<file path="src/rtl/bcd_time_display_scan_if.sv">
`default_nettype none
// ============================================================================
// Module      : bcd_time_display_scan_if
// Description : 12-hour BCD time bus plus the multiplexed 7-segment display
//               signals of the scan block.
// Revision    : 1.0 - initial release
// ============================================================================
interface bcd_time_display_scan_if;
    logic       pm;
    logic [7:0] hh;
    logic [7:0] mm;
    logic [7:0] ss;
    logic [6:0] seg;
    logic       dp;
    logic [5:0] an;
    logic       frame;
    logic       bcd_err;

    modport master (
        output pm, hh, mm, ss,
        input  seg, dp, an, frame, bcd_err
    );

    modport slave (
        input  pm, hh, mm, ss,
        output seg, dp, an, frame, bcd_err
    );
endinterface
`default_nettype wire

</file>
<file path="src/rtl/bcd_time_display_scan.sv">
`default_nettype none
// ============================================================================
// Module      : bcd_time_display_scan
// Description : Snapshots the BCD time once per frame and scans six digits
//               onto one 7-segment bus. Option macro: LEADING_ZERO_BLANK_EN.
// Revision    : 1.0 - initial release
// ============================================================================
module bcd_time_display_scan #(
    parameter int SCAN_DIV   = 1000,
    parameter int BLANK_CYC  = 4,
    parameter int ACTIVE_LOW = 0
) (
    input  logic                          clk,
    input  logic                          reset,
    bcd_time_display_scan_if.slave        bus
);

    localparam logic [15:0] c_CNT_MAX = 16'(SCAN_DIV - 1);
    localparam logic [15:0] c_BLANK   = 16'(BLANK_CYC);
    localparam logic        c_INV     = (ACTIVE_LOW != 0);

    logic [15:0] r_cnt;
    logic [2:0]  r_idx;
    logic        r_snap_valid;
    logic        r_pm;
    logic [7:0]  r_hh;
    logic [7:0]  r_mm;
    logic [7:0]  r_ss;
    logic        r_chk_pend;
    logic [6:0]  r_seg;
    logic        r_dp;
    logic [5:0]  r_an;
    logic        r_frame;
    logic        r_bcd_err;

    logic        w_tick;
    logic        w_capture;
    logic [3:0]  w_nib;
    logic [6:0]  w_seg;
    logic        w_dp;
    logic [5:0]  w_an;
    logic        w_bad;

    function automatic logic [6:0] f_decode(input logic [3:0] i_nib);
        logic [6:0] v;
        case (i_nib)
            4'd0:    v = 7'h3F;
            4'd1:    v = 7'h06;
            4'd2:    v = 7'h5B;
            4'd3:    v = 7'h4F;
            4'd4:    v = 7'h66;
            4'd5:    v = 7'h6D;
            4'd6:    v = 7'h7D;
            4'd7:    v = 7'h07;
            4'd8:    v = 7'h7F;
            4'd9:    v = 7'h6F;
            default: v = 7'h40;
        endcase
        return v;
    endfunction

    always_comb begin
        w_tick    = (r_cnt == c_CNT_MAX);
        w_capture = !r_snap_valid || (w_tick && (r_idx == 3'd5));

        case (r_idx)
            3'd0:    w_nib = r_ss[3:0];
            3'd1:    w_nib = r_ss[7:4];
            3'd2:    w_nib = r_mm[3:0];
            3'd3:    w_nib = r_mm[7:4];
            3'd4:    w_nib = r_hh[3:0];
            3'd5:    w_nib = r_hh[7:4];
            default: w_nib = 4'h0;
        endcase

        w_seg = f_decode(w_nib);
        w_dp  = (r_idx == 3'd2) || (r_idx == 3'd4) || ((r_idx == 3'd0) && r_pm);
`ifdef LEADING_ZERO_BLANK_EN
        if ((r_idx == 3'd5) && (r_hh[7:4] == 4'h0)) begin
            w_seg = 7'h00;
            w_dp  = 1'b0;
        end
`endif

        // Anodes stay dark during the blanking window and until the first snapshot exists
        if ((r_cnt >= c_BLANK) && r_snap_valid)
            w_an = 6'b000001 << r_idx;
        else
            w_an = 6'b000000;

        w_bad = (r_ss[3:0] > 4'd9) || (r_ss[7:4] > 4'd9) ||
                (r_mm[3:0] > 4'd9) || (r_mm[7:4] > 4'd9) ||
                (r_hh[3:0] > 4'd9) || (r_hh[7:4] > 4'd9) ||
                (r_ss > 8'h59) || (r_mm > 8'h59) ||
                (r_hh == 8'h00) || (r_hh > 8'h12);
    end

    always_ff @(posedge clk or posedge reset) begin
        if (reset) begin
            r_cnt        <= '0;
            r_idx        <= '0;
            r_snap_valid <= 1'b0;
            r_pm         <= 1'b0;
            r_hh         <= '0;
            r_mm         <= '0;
            r_ss         <= '0;
            r_chk_pend   <= 1'b0;
            r_seg        <= {7{c_INV}};
            r_dp         <= c_INV;
            r_an         <= {6{c_INV}};
            r_frame      <= 1'b0;
            r_bcd_err    <= 1'b0;
        end else begin
            r_cnt <= w_tick ? 16'd0 : r_cnt + 16'd1;
            if (w_tick)
                r_idx <= (r_idx == 3'd5) ? 3'd0 : r_idx + 3'd1;

            if (w_capture) begin
                r_pm         <= bus.pm;
                r_hh         <= bus.hh;
                r_mm         <= bus.mm;
                r_ss         <= bus.ss;
                r_snap_valid <= 1'b1;
            end
            r_frame    <= w_capture;
            r_chk_pend <= w_capture;

            // Validity is judged on the freshly captured snapshot, one cycle later
            if (r_chk_pend && w_bad)
                r_bcd_err <= 1'b1;

            r_seg <= w_seg ^ {7{c_INV}};
            r_dp  <= w_dp ^ c_INV;
            r_an  <= w_an ^ {6{c_INV}};
        end
    end

    assign bus.seg     = r_seg;
    assign bus.dp      = r_dp;
    assign bus.an      = r_an;
    assign bus.frame   = r_frame;
    assign bus.bcd_err = r_bcd_err;

endmodule
`default_nettype wire

</file>
<file path="src/flat_wrapper.sv">
// flat-port wrapper written by rule: the top's interface ports become plain ports
module bcd_time_display_scan_flat 
#(
    parameter int SCAN_DIV   = 1000,
    parameter int BLANK_CYC  = 4,
    parameter int ACTIVE_LOW = 0
)
  (clk, reset, bus_pm, bus_hh, bus_mm, bus_ss, bus_seg, bus_dp, bus_an, bus_frame, bus_bcd_err);
  bcd_time_display_scan_if bus_i ();
  input  logic clk;
  input  logic reset;
  input wire logic [$bits(bus_i.pm)-1:0] bus_pm;
  input wire logic [$bits(bus_i.hh)-1:0] bus_hh;
  input wire logic [$bits(bus_i.mm)-1:0] bus_mm;
  input wire logic [$bits(bus_i.ss)-1:0] bus_ss;
  output wire logic [$bits(bus_i.seg)-1:0] bus_seg;
  output wire logic [$bits(bus_i.dp)-1:0] bus_dp;
  output wire logic [$bits(bus_i.an)-1:0] bus_an;
  output wire logic [$bits(bus_i.frame)-1:0] bus_frame;
  output wire logic [$bits(bus_i.bcd_err)-1:0] bus_bcd_err;
  assign bus_i.pm = bus_pm;
  assign bus_i.hh = bus_hh;
  assign bus_i.mm = bus_mm;
  assign bus_i.ss = bus_ss;
  assign bus_seg = bus_i.seg;
  assign bus_dp = bus_i.dp;
  assign bus_an = bus_i.an;
  assign bus_frame = bus_i.frame;
  assign bus_bcd_err = bus_i.bcd_err;
  bcd_time_display_scan #(.SCAN_DIV(SCAN_DIV), .BLANK_CYC(BLANK_CYC), .ACTIVE_LOW(ACTIVE_LOW)) u_core (.clk(clk), .reset(reset), .bus(bus_i));
endmodule
</file>
<file path="config.mk">
export PLATFORM = sky130hd
export DESIGN_NAME = bcd_time_display_scan_flat
export DESIGN_NICKNAME = d
export VERILOG_FILES = /design/src/rtl/bcd_time_display_scan_if.sv /design/src/rtl/bcd_time_display_scan.sv /design/src/flat_wrapper.sv
export SDC_FILE = /design/constraint.sdc
export NUM_CORES = 1
export LEC_CHECK = 0
export CAP_MARGIN = 25
export CORE_MARGIN = 4
export CORE_UTILIZATION = 59
export CTS_BUF_LIST = sky130_fd_sc_hd__clkbuf_4
export DETAILED_ROUTE_END_ITERATION = 10
export DONT_BUFFER_PORTS = 1
export GPL_TIMING_DRIVEN = 0
export HOLD_SLACK_MARGIN = 0.08
export MAX_ROUTING_LAYER = met4
export PLACE_DENSITY = 0.74
export SLEW_MARGIN = 20
export SYNTH_ARGS = -nofsm -noshare
export SYNTH_HDL_FRONTEND = slang
export SYNTH_SLANG_ARGS = --single-unit
</file>
<file path="constraint.sdc">
create_clock -name clk -period 2.4 [get_ports clk]
set_clock_uncertainty 0.2 [all_clocks]
set_input_delay 0.48 -clock clk [delete_from_list [all_inputs] [get_ports clk]]
set_output_delay 0.48 -clock clk [all_outputs]
set_load 0.02 [all_outputs]
</file>
After elaboration in Yosys (flattened, before gate mapping)
Memories as Yosys holds them, arrays and structs flattened. A register that Yosys moved wholly into a read port is not among the register bits.
Index checks and enable logic that the tools add are counted.
W data, S select, Z words.

cells by class
  add/subtract/negate cells = 2
  multiply operators = 0
  div/mod/pow operators = 0
  order comparisons = 10
  equal/unequal tests = 6
  shifts and indexed selects = 1
  multiplexer cells = 4
  bitwise logic cells = 0
  reduce and logical (&&, ||, !) cells = 19

operators with widths
  cell                     number
  $gt A4 B4 Y1 const B     6
  $pmux W4 S6              1
  $add A16 B1 Y16 const B  1
  $eq A16 B10 Y1 const B   1
  $ge A16 B3 Y1 const B    1
  $gt A8 B7 Y1 const B     2
  $mux W16                 1
  $logic_or A1 B1 Y1       12
  $gt A8 B5 Y1 const B     1
  $logic_not A8 Y1         1
  $eq A3 B2 Y1 const B     2
  $eq A3 B3 Y1 const B     2
  $mux W6                  1
  $shl A1 B3 Y6 const A    1
  $logic_and A1 B1 Y1      4
  $add A3 B1 Y3 const B    1
  $eq A3 B1 Y1 const B     1
  $logic_not A3 Y1         1
  $mux W3                  1
  $logic_not A1 Y1         1

storage, ports and cells
  bits in registers = 54
  latch bits = 0
  RAM bits = 0
  memory bits (read-only) = 112
  input port bits = 27
  output and inout bits = 16
  memories = 1

memory list
  name             depth  bits a word  read ports  clocked after memory_dff  wr ports  line                         text
  (no name shown)  16     7            1           1                         0         bcd_time_display_scan.sv:46  case (i_nib)

Depth between registers and ports, before layout
Gate-level depths: netlist (run 1).

  word-level depth = 11
  mapped depth = 11

Worst setup path before layout (run 1)
OpenSTA, ideal clock, no wires.

  kind = register to register
  start = register u_core.r_idx[1]
  end = register u_core.r_seg[3] (netlist: u_core.bus.seg[3])
  setup time = 0.085 ns
  data arrival time = 2.276 ns
  data required time = 2.115 ns
  path slack = -0.161 ns
  stages on the path, launching flop included = 9
  buffers on the path = 1
  cell sequence = dfrtp_1 > clkbuf_1 > inv_1 > nor2_1 > ha_1 > a221oi_1 > ha_1 > mux2_2 > o21ai_0

on the way
  word-level cells in the longest chain between the ends = 2

ends and longest elaborated chain
  what                                  line                          text
  from (decl)                           bcd_time_display_scan.sv:23   logic [2:0] r_idx;
  from (signal assigned)                bcd_time_display_scan.sv:116  r_idx <= (r_idx == 3'd5) ? 3'd0 : r_idx + 3'd1;
  $eq A3 B3 Y1 (tied with other cells)  bcd_time_display_scan.sv:66   case (r_idx)
  $pmux W4 S6 (*)                       bcd_time_display_scan.sv:66
  to (decl)                             bcd_time_display_scan.sv:30   logic [6:0] r_seg;

Every way passes the cells marked *; elsewhere a longest branch is shown, timed or not.
A chain may end at the register's enable or synchronous reset.

Final worst setup path (run 1)
  start = register u_core.r_cnt[14]
  end = register u_core.r_mm[0]

on the way
  word-level cells in the longest chain between the ends = 3

ends and longest elaborated chain
  what                    line                          text
  from (decl)             bcd_time_display_scan.sv:22   logic [15:0] r_cnt;
  from (signal assigned)  bcd_time_display_scan.sv:114  r_cnt <= w_tick ? 16'd0 : r_cnt + 16'd1;
  $eq A16 B10 Y1          bcd_time_display_scan.sv:63   w_tick = (r_cnt == c_CNT_MAX);
  $logic_and A1 B1 Y1     bcd_time_display_scan.sv:64   w_capture = !r_snap_valid || (w_tick && (r_idx == 3'd5));
  $logic_or A1 B1 Y1      bcd_time_display_scan.sv:64
  to (signal assigned)    bcd_time_display_scan.sv:121  r_mm <= bus.mm;
  to (decl)               bcd_time_display_scan.sv:27   logic [7:0] r_mm;

No other way between the ends.

==> results of run 1 <==
## cell type report
type	instances	area [um2]
Sequential cell	61	1530
Tap cell	67	83.8
Clock buffer	12	90.1
Buffer	5	62.6
Multi-Input combinational cell	155	1340
Timing Repair Buffer	41	428
Clock inverter	3	13.8
Inverter	10	40.0
Fill cell	344	1170
## cell usage after synthesis, drive strengths merged, types with 4 or more instances
master  instances  area share [%]
nor3            7             1.2
mux2i           5             1.7
nand3          11             1.9
o21ai          13             2.6
mux2           29              14
nand2          12             1.5
xor2            9             2.7
ha              9             3.9
xnor2           6             1.8
dfrtp          61              52
and3            5             1.2
buf             4             1.7
inv            10             1.3
nor2           13             1.7
## cell families after synthesis
| logic type | share of synthesized area (%) |
|---|---|
| and+or+nand+nor | 12.2 |
| adders and majority gates | 3.87 |
| muxes | 16.2 |
| xor gates and xnor gates | 4.51 |
| AOI/OAI and AO/OA | 7.52 |
| other | 0.129 |
| buffers and inverters | 3.22 |
| DFF | 52.4 |
## how the worst max path moves through the flow
stage / startpoint / end / cells after the start
3_5_place_dp: u_core.r_idx[1] / u_core.bus.seg[3] / 10
3_3_place_gp: reset / u_core.r_ss[0] / 1
6_report: u_core.r_cnt[14] / u_core.r_mm[0] / 7
5_1_grt: u_core.r_cnt[14] / u_core.r_hh[5] / 7
4_1_cts: u_core.r_cnt[12] / u_core.r_ss[1] / 6
2_1_floorplan: u_core.r_idx[1] / u_core.bus.seg[3] / 10
## flip-flops by register name (all words and copies together), names as in the netlist
signal / flops
u_core.r_cnt: 16
u_core.r_hh: 8
u_core.r_mm: 8
u_core.r_ss: 8
u_core.bus.seg: 7
u_core.bus.an: 6
u_core.r_idx: 3
u_core.bus.bcd_err: 1
u_core.bus.dp: 1
u_core.r_chk_pend: 1
u_core.r_pm: 1
u_core.r_snap_valid: 1
## power by group through the flow
stage / clock network, mW / logic [mW] / registers (mW)
final: 0.579 / 0.266 / 1.18
after global routing: 0.644 / 0.294 / 1.18
after CTS: 0.590 / 0.243 / 1.17
after detailed placement: 0 / 0.199 / 1.19
after global placement: 0 / 0.195 / 1.19
after floorplan: 0 / 0.172 / 1.17
## worst max-delay path, delay by kind of cell (launching register included)
family	cells	cell delay, ns
DFF	1	0.42
buffers and inverters	2	0.31
and+or+nand+nor	3	0.84
muxes	1	0.29
AOI/OAI and AO/OA	1	0.18
## repair_timing
item,4_1_cts,5_1_grt
endpoints found under the hold margin,86,0
pin swaps,2,4
endpoints found under the setup margin,26,29
setup buffers,7,6
hold buffers,26,0
resized for setup,9,10
gates cloned,0,2
## through the flow
step | hold slack [ns] | util [%] | instance area, um2 | power [mW]
floorplan | 0.243 | - | 2920 | 1.35
global placement | 0.260 | 63.2 | 3000 | 1.39
detailed placement | 0.262 | 63.2 | 3010 | 1.39
CTS | 0.292 | 72.5 | 3450 | 2.01
global route | 0.339 | 75.5 | 3590 | 2.12
finish | 0.289 | 75.5 | 3590 | 2.02
## metal layers
metal	wire (um)	GRT usage (%)	share of wire, %
met1	2700	26.9	45
met2	2910	32.6	49
met3	188	5.96	3.2
met4	155	9.62	2.6
met5	0	-	0
==> impl_metrics.toml, run 1 <==
[outcome]
status = "completed"

[sta]
fmax_mhz = 422
rsz0062_at_grt = "true"
relSlewSlack_pct = 52.8
layout_setup_ws_ns = 0.0303
finalSetupViolCount = 0
tns_ns = 0
worstMarginPinSlew_ns = 0.708
fin_crit_sh_pct = 98.7
drv_slew = 0
period_needed_ns = 2.37
final-hold-violation-count = 0

[power_and_ir_drop]
p_comb_share_pct = 13.2
power_switching_mw = 0.532
seq_power_share_pct = 58.2
p_sw_share_pct = 26.3
clkPwrFrac_pct = 28.7
p_leak_nw = 1.64
ir_worst_vdd_mv = 0.417
internal_power_mw = 1.49
power_density_mw_per_mm2 = 563

[grt]
grt_pass1_wl_um = 9620
grt_overflow_total = 0
grt.total_usage_pct = 21.4
grt_antenna_before_repair = 0
grt_max_degree = 62
grt_pass1_vias = 1999

[clock_tree]
clk_path_buf_depth = 2
clock-sinks = 61
clock_latency_ns = 0.41
cts-root-buf = "clkbuf_4"
cts_tree = "yes"
h-tree-depth = 3
cts_made_buffers = 9
clkTransAtPathRegs_ns = 0.09

[final_layout]
finish.net_count = 319
fin_cells = 354
final_common_cell = "dfrtp_1"
drive_gt1_share_pct = 27.5
layout_common_cells = "59 x dfrtp_1, 26 x dlygate4sd3_1, 21 x mux2_4"
area.growth.synth_to_final_pct = 23.2
diodes = 0

[setup_path]
criticalPathCategory = "flip-flop to flip-flop"
critPathArrivalTime_ns = 2.47
reg2regPathDepth = 7
crit-reg2reg-capture = "u_core.r_mm[0]"
critPathSlowestCell = "dfrtp_1"
critPathMaxFanout = 6
worstPathRequired_ns = 2.50
r2r_setup_slack_ns = 0.03
crit_chain = "nor4_2, nand2_1, or3_4, o21ai_4, buf_12, clkbuf_16, mux2_4"
endpoint_kind = "flip-flop"
r2r-start = "u_core.r_cnt[14]"
start_kind = "flip-flop"
slowest_delay_ns = 0.42

[place]
post-place-ws_ns = -0.293
gp_congestion = 0.841
dpl.cell_count = 299
io_buffers = 0
hpwl_um = 3730

[drt]
finalWirelength_um = 5950
num_vias = 1946
route.detailed.drc = 0
via_per_inst = 5.50
routedWlPerCell_um = 16.8
ant_nets = 0
dr.pass1.iters = 4
drtIter0Drc = 137

[logic_synthesis]
synth_flop_cell = "dfrtp_1"
avgSynthCellArea_um2 = 12.5
synth_fp_nets = 268
synth_seq_area_share_pct = 52.4
synth_edf_count = 0
yosys.cell_types.count = 47
ys_ff_latch = 61
syn_area_mm2 = 0.00291
synth-async-reset-ratio_pct = 100
yosysWarnings = 0
synthCells = 232

[min_path]
worstHoldStart = "u_core.r_cnt[15]"
min_path_cells = 1
hold_class = "flip-flop to flip-flop"
holdPathEnd = "u_core.r_cnt[15]"

[floorplan]
rows = 25
die_w_um = 78.3
ios = 43
coreArea_mm2 = 0.00475
die_y_um = 78.3
die_area_mm2 = 0.00612
start_util_pct = 61.2

[flow_run]
cap_violations = 0
Power figures use the tool's default switching activity.
==> run 2, diff against run 1 <==
--- a/config.mk
+++ b/config.mk
@@ -7,14 +7,14 @@
 export LEC_CHECK = 0
 export CAP_MARGIN = 25
 export CORE_MARGIN = 4
-export CORE_UTILIZATION = 59
-export CTS_BUF_LIST = sky130_fd_sc_hd__clkbuf_4
+export CORE_UTILIZATION = 56
+export CTS_CLUSTER_DIAMETER = 100
 export DETAILED_ROUTE_END_ITERATION = 10
 export DONT_BUFFER_PORTS = 1
 export GPL_TIMING_DRIVEN = 0
 export HOLD_SLACK_MARGIN = 0.08
 export MAX_ROUTING_LAYER = met4
-export PLACE_DENSITY = 0.74
+export PLACE_DENSITY = 0.7
 export SLEW_MARGIN = 20
 export SYNTH_ARGS = -nofsm -noshare
 export SYNTH_HDL_FRONTEND = slang
==> impl_metrics.toml, run 2 (synthesized netlist as in run 1, its figures left out) <==
[outcome]
status = "completed"

[grt]
grt_antenna_before_repair = 0
grt_pass1_wl_um = 9180
grt.total_usage_pct = 19.8
grt_pass1_vias = 1896
grt_overflow_total = 0
grt_max_degree = 36

[drt]
ant_nets = 0
via_per_inst = 5.64
finalWirelength_um = 5700
num_vias = 1905
dr.pass1.iters = 5
routedWlPerCell_um = 16.9
route.detailed.drc = 0
drtIter0Drc = 131

[sta]
finalSetupViolCount = 0
fin_crit_sh_pct = 97.1
holdWs_ns = 0.0856
fmax_mhz = 429
drv_slew = 0
relSlewSlack_pct = 56.0
worstMarginPinSlew_ns = 0.660
period_needed_ns = 2.33
rsz0062_at_grt = "true"
final-hold-violation-count = 0

[place]
io_buffers = 0
hpwl_um = 3910
gp_congestion = 0.818

[setup_path]
crit_chain = "nor4_2, nand2_1, or3_4, o21ai_4, buf_12, mux2_4"
slowest_delay_ns = 0.42
start_kind = "flip-flop"
critPathMaxFanout = 10
criticalPathCategory = "flip-flop to flip-flop"
critPathSlowestCell = "or3_4"
endpoint_kind = "flip-flop"
cp_num_buf_inv = 1
critPathArrivalTime_ns = 2.35
worstPathRequired_ns = 2.42
cpLargestDelayFamily = "simple AND/OR/NAND/NOR gates"

[clock_tree]
cts-root-buf = "clkbuf_8"
clock_latency_ns = 0.34
cts_made_buffers = 9
clkTransAtPathRegs_ns = 0.07
clk_path_buf_depth = 2
h-tree-depth = 3
clock-sinks = 61
cts_tree = "yes"

[floorplan]
coreArea_mm2 = 0.00488
rows = 25
die_area_mm2 = 0.00642
start_util_pct = 59.7
ios = 43
die_w_um = 80.1
die_y_um = 80.1

[final_layout]
area.growth.synth_to_final_pct = 19.9
final_common_cell = "dfrtp_1"
layout_common_cells = "58 x dfrtp_1, 19 x mux2_4, 13 x nor2_1"
largest_register_ffs = 16
diodes = 0
finish.net_count = 302
fillers = 359
largest-register = "u_core.r_cnt"
drive_gt1_share_pct = 29.2

[min_path]
hold_class = "input port to flip-flop"

[power_and_ir_drop]
ir_worst_vdd_mv = 0.409
power_density_mw_per_mm2 = 677
p_leak_nw = 1.58
power_mw = 2.36

[flow_run]
cap_violations = 0
run 2: final timing paths:
kind / startpoint / end / slack [ns] / depth (start not counted)
min reg2reg: u_core.r_cnt[15] / u_core.r_cnt[15] / 0.30 / 1
max: u_core.r_cnt[12] / u_core.r_ss[6] / 0.07 / 6
max reg2reg: u_core.r_cnt[12] / u_core.r_ss[6] / 0.07 / 6
max in group asynchronous: reset / u_core.r_idx[2] / 1.11 / 3
min: bus_hh[6] / u_core.r_hh[6] / 0.09 / 1
min in group asynchronous: reset / u_core.bus.an[0] / 0.39 / 2
run 2: cell type report:
class / instances / area (um2) / area share, %
multi-input cells: 155 / 1340 / 38.3
repair buffers: 24 / 224 / 6.41
flip-flops and latches: 61 / 1530 / 43.8
clock buffers: 13 / 169 / 4.84
well taps: 67 / 83.8 / 2.40
inverters: 10 / 40.0 / 1.15
clock inverters: 3 / 42.5 / 1.22
plain buffers: 5 / 66.3 / 1.90
run 2: report_power, final:
part	switching [mW]	internal, mW
sequential	0.0840	1.09
combinational	0.0961	0.136
clock	0.392	0.563
total	0.572	1.79
run 2: layer usage:
metal  global-route usage (%)  wire (um)  part of all wire, %
met4                     10.1         89                  1.6
met5                        -          0                    0
met3                     3.59        257                  4.5
met1                     29.1       2870                   50
met2                     26.1       2480                   44
run 2: repair_timing:
item,4_1_cts,5_1_grt
pin swaps,3,6
buffers inserted,5,7
resized for setup,8,10
setup endpoints to repair,26,29
endpoints found under the hold margin,29,7
hold buffers,4,7
run 2: metrics by stage:
step / area [um2] / utilization [%] / setup slack (ns) / std cells / setup TNS (ns)
after floorplan: 2920 / - / 0.00527 / 232 / 0
after global routing: 3490 / 71.6 / -0.0527 / 338 / -0.0837
after detailed placement: 3030 / 62.0 / -0.308 / 300 / -2.92
final: 3490 / 71.6 / 0.0701 / 338 / 0
after CTS: 3340 / 68.4 / 0.00372 / 324 / 0
after global placement: 3000 / 61.5 / -0.421 / 299 / -29.05
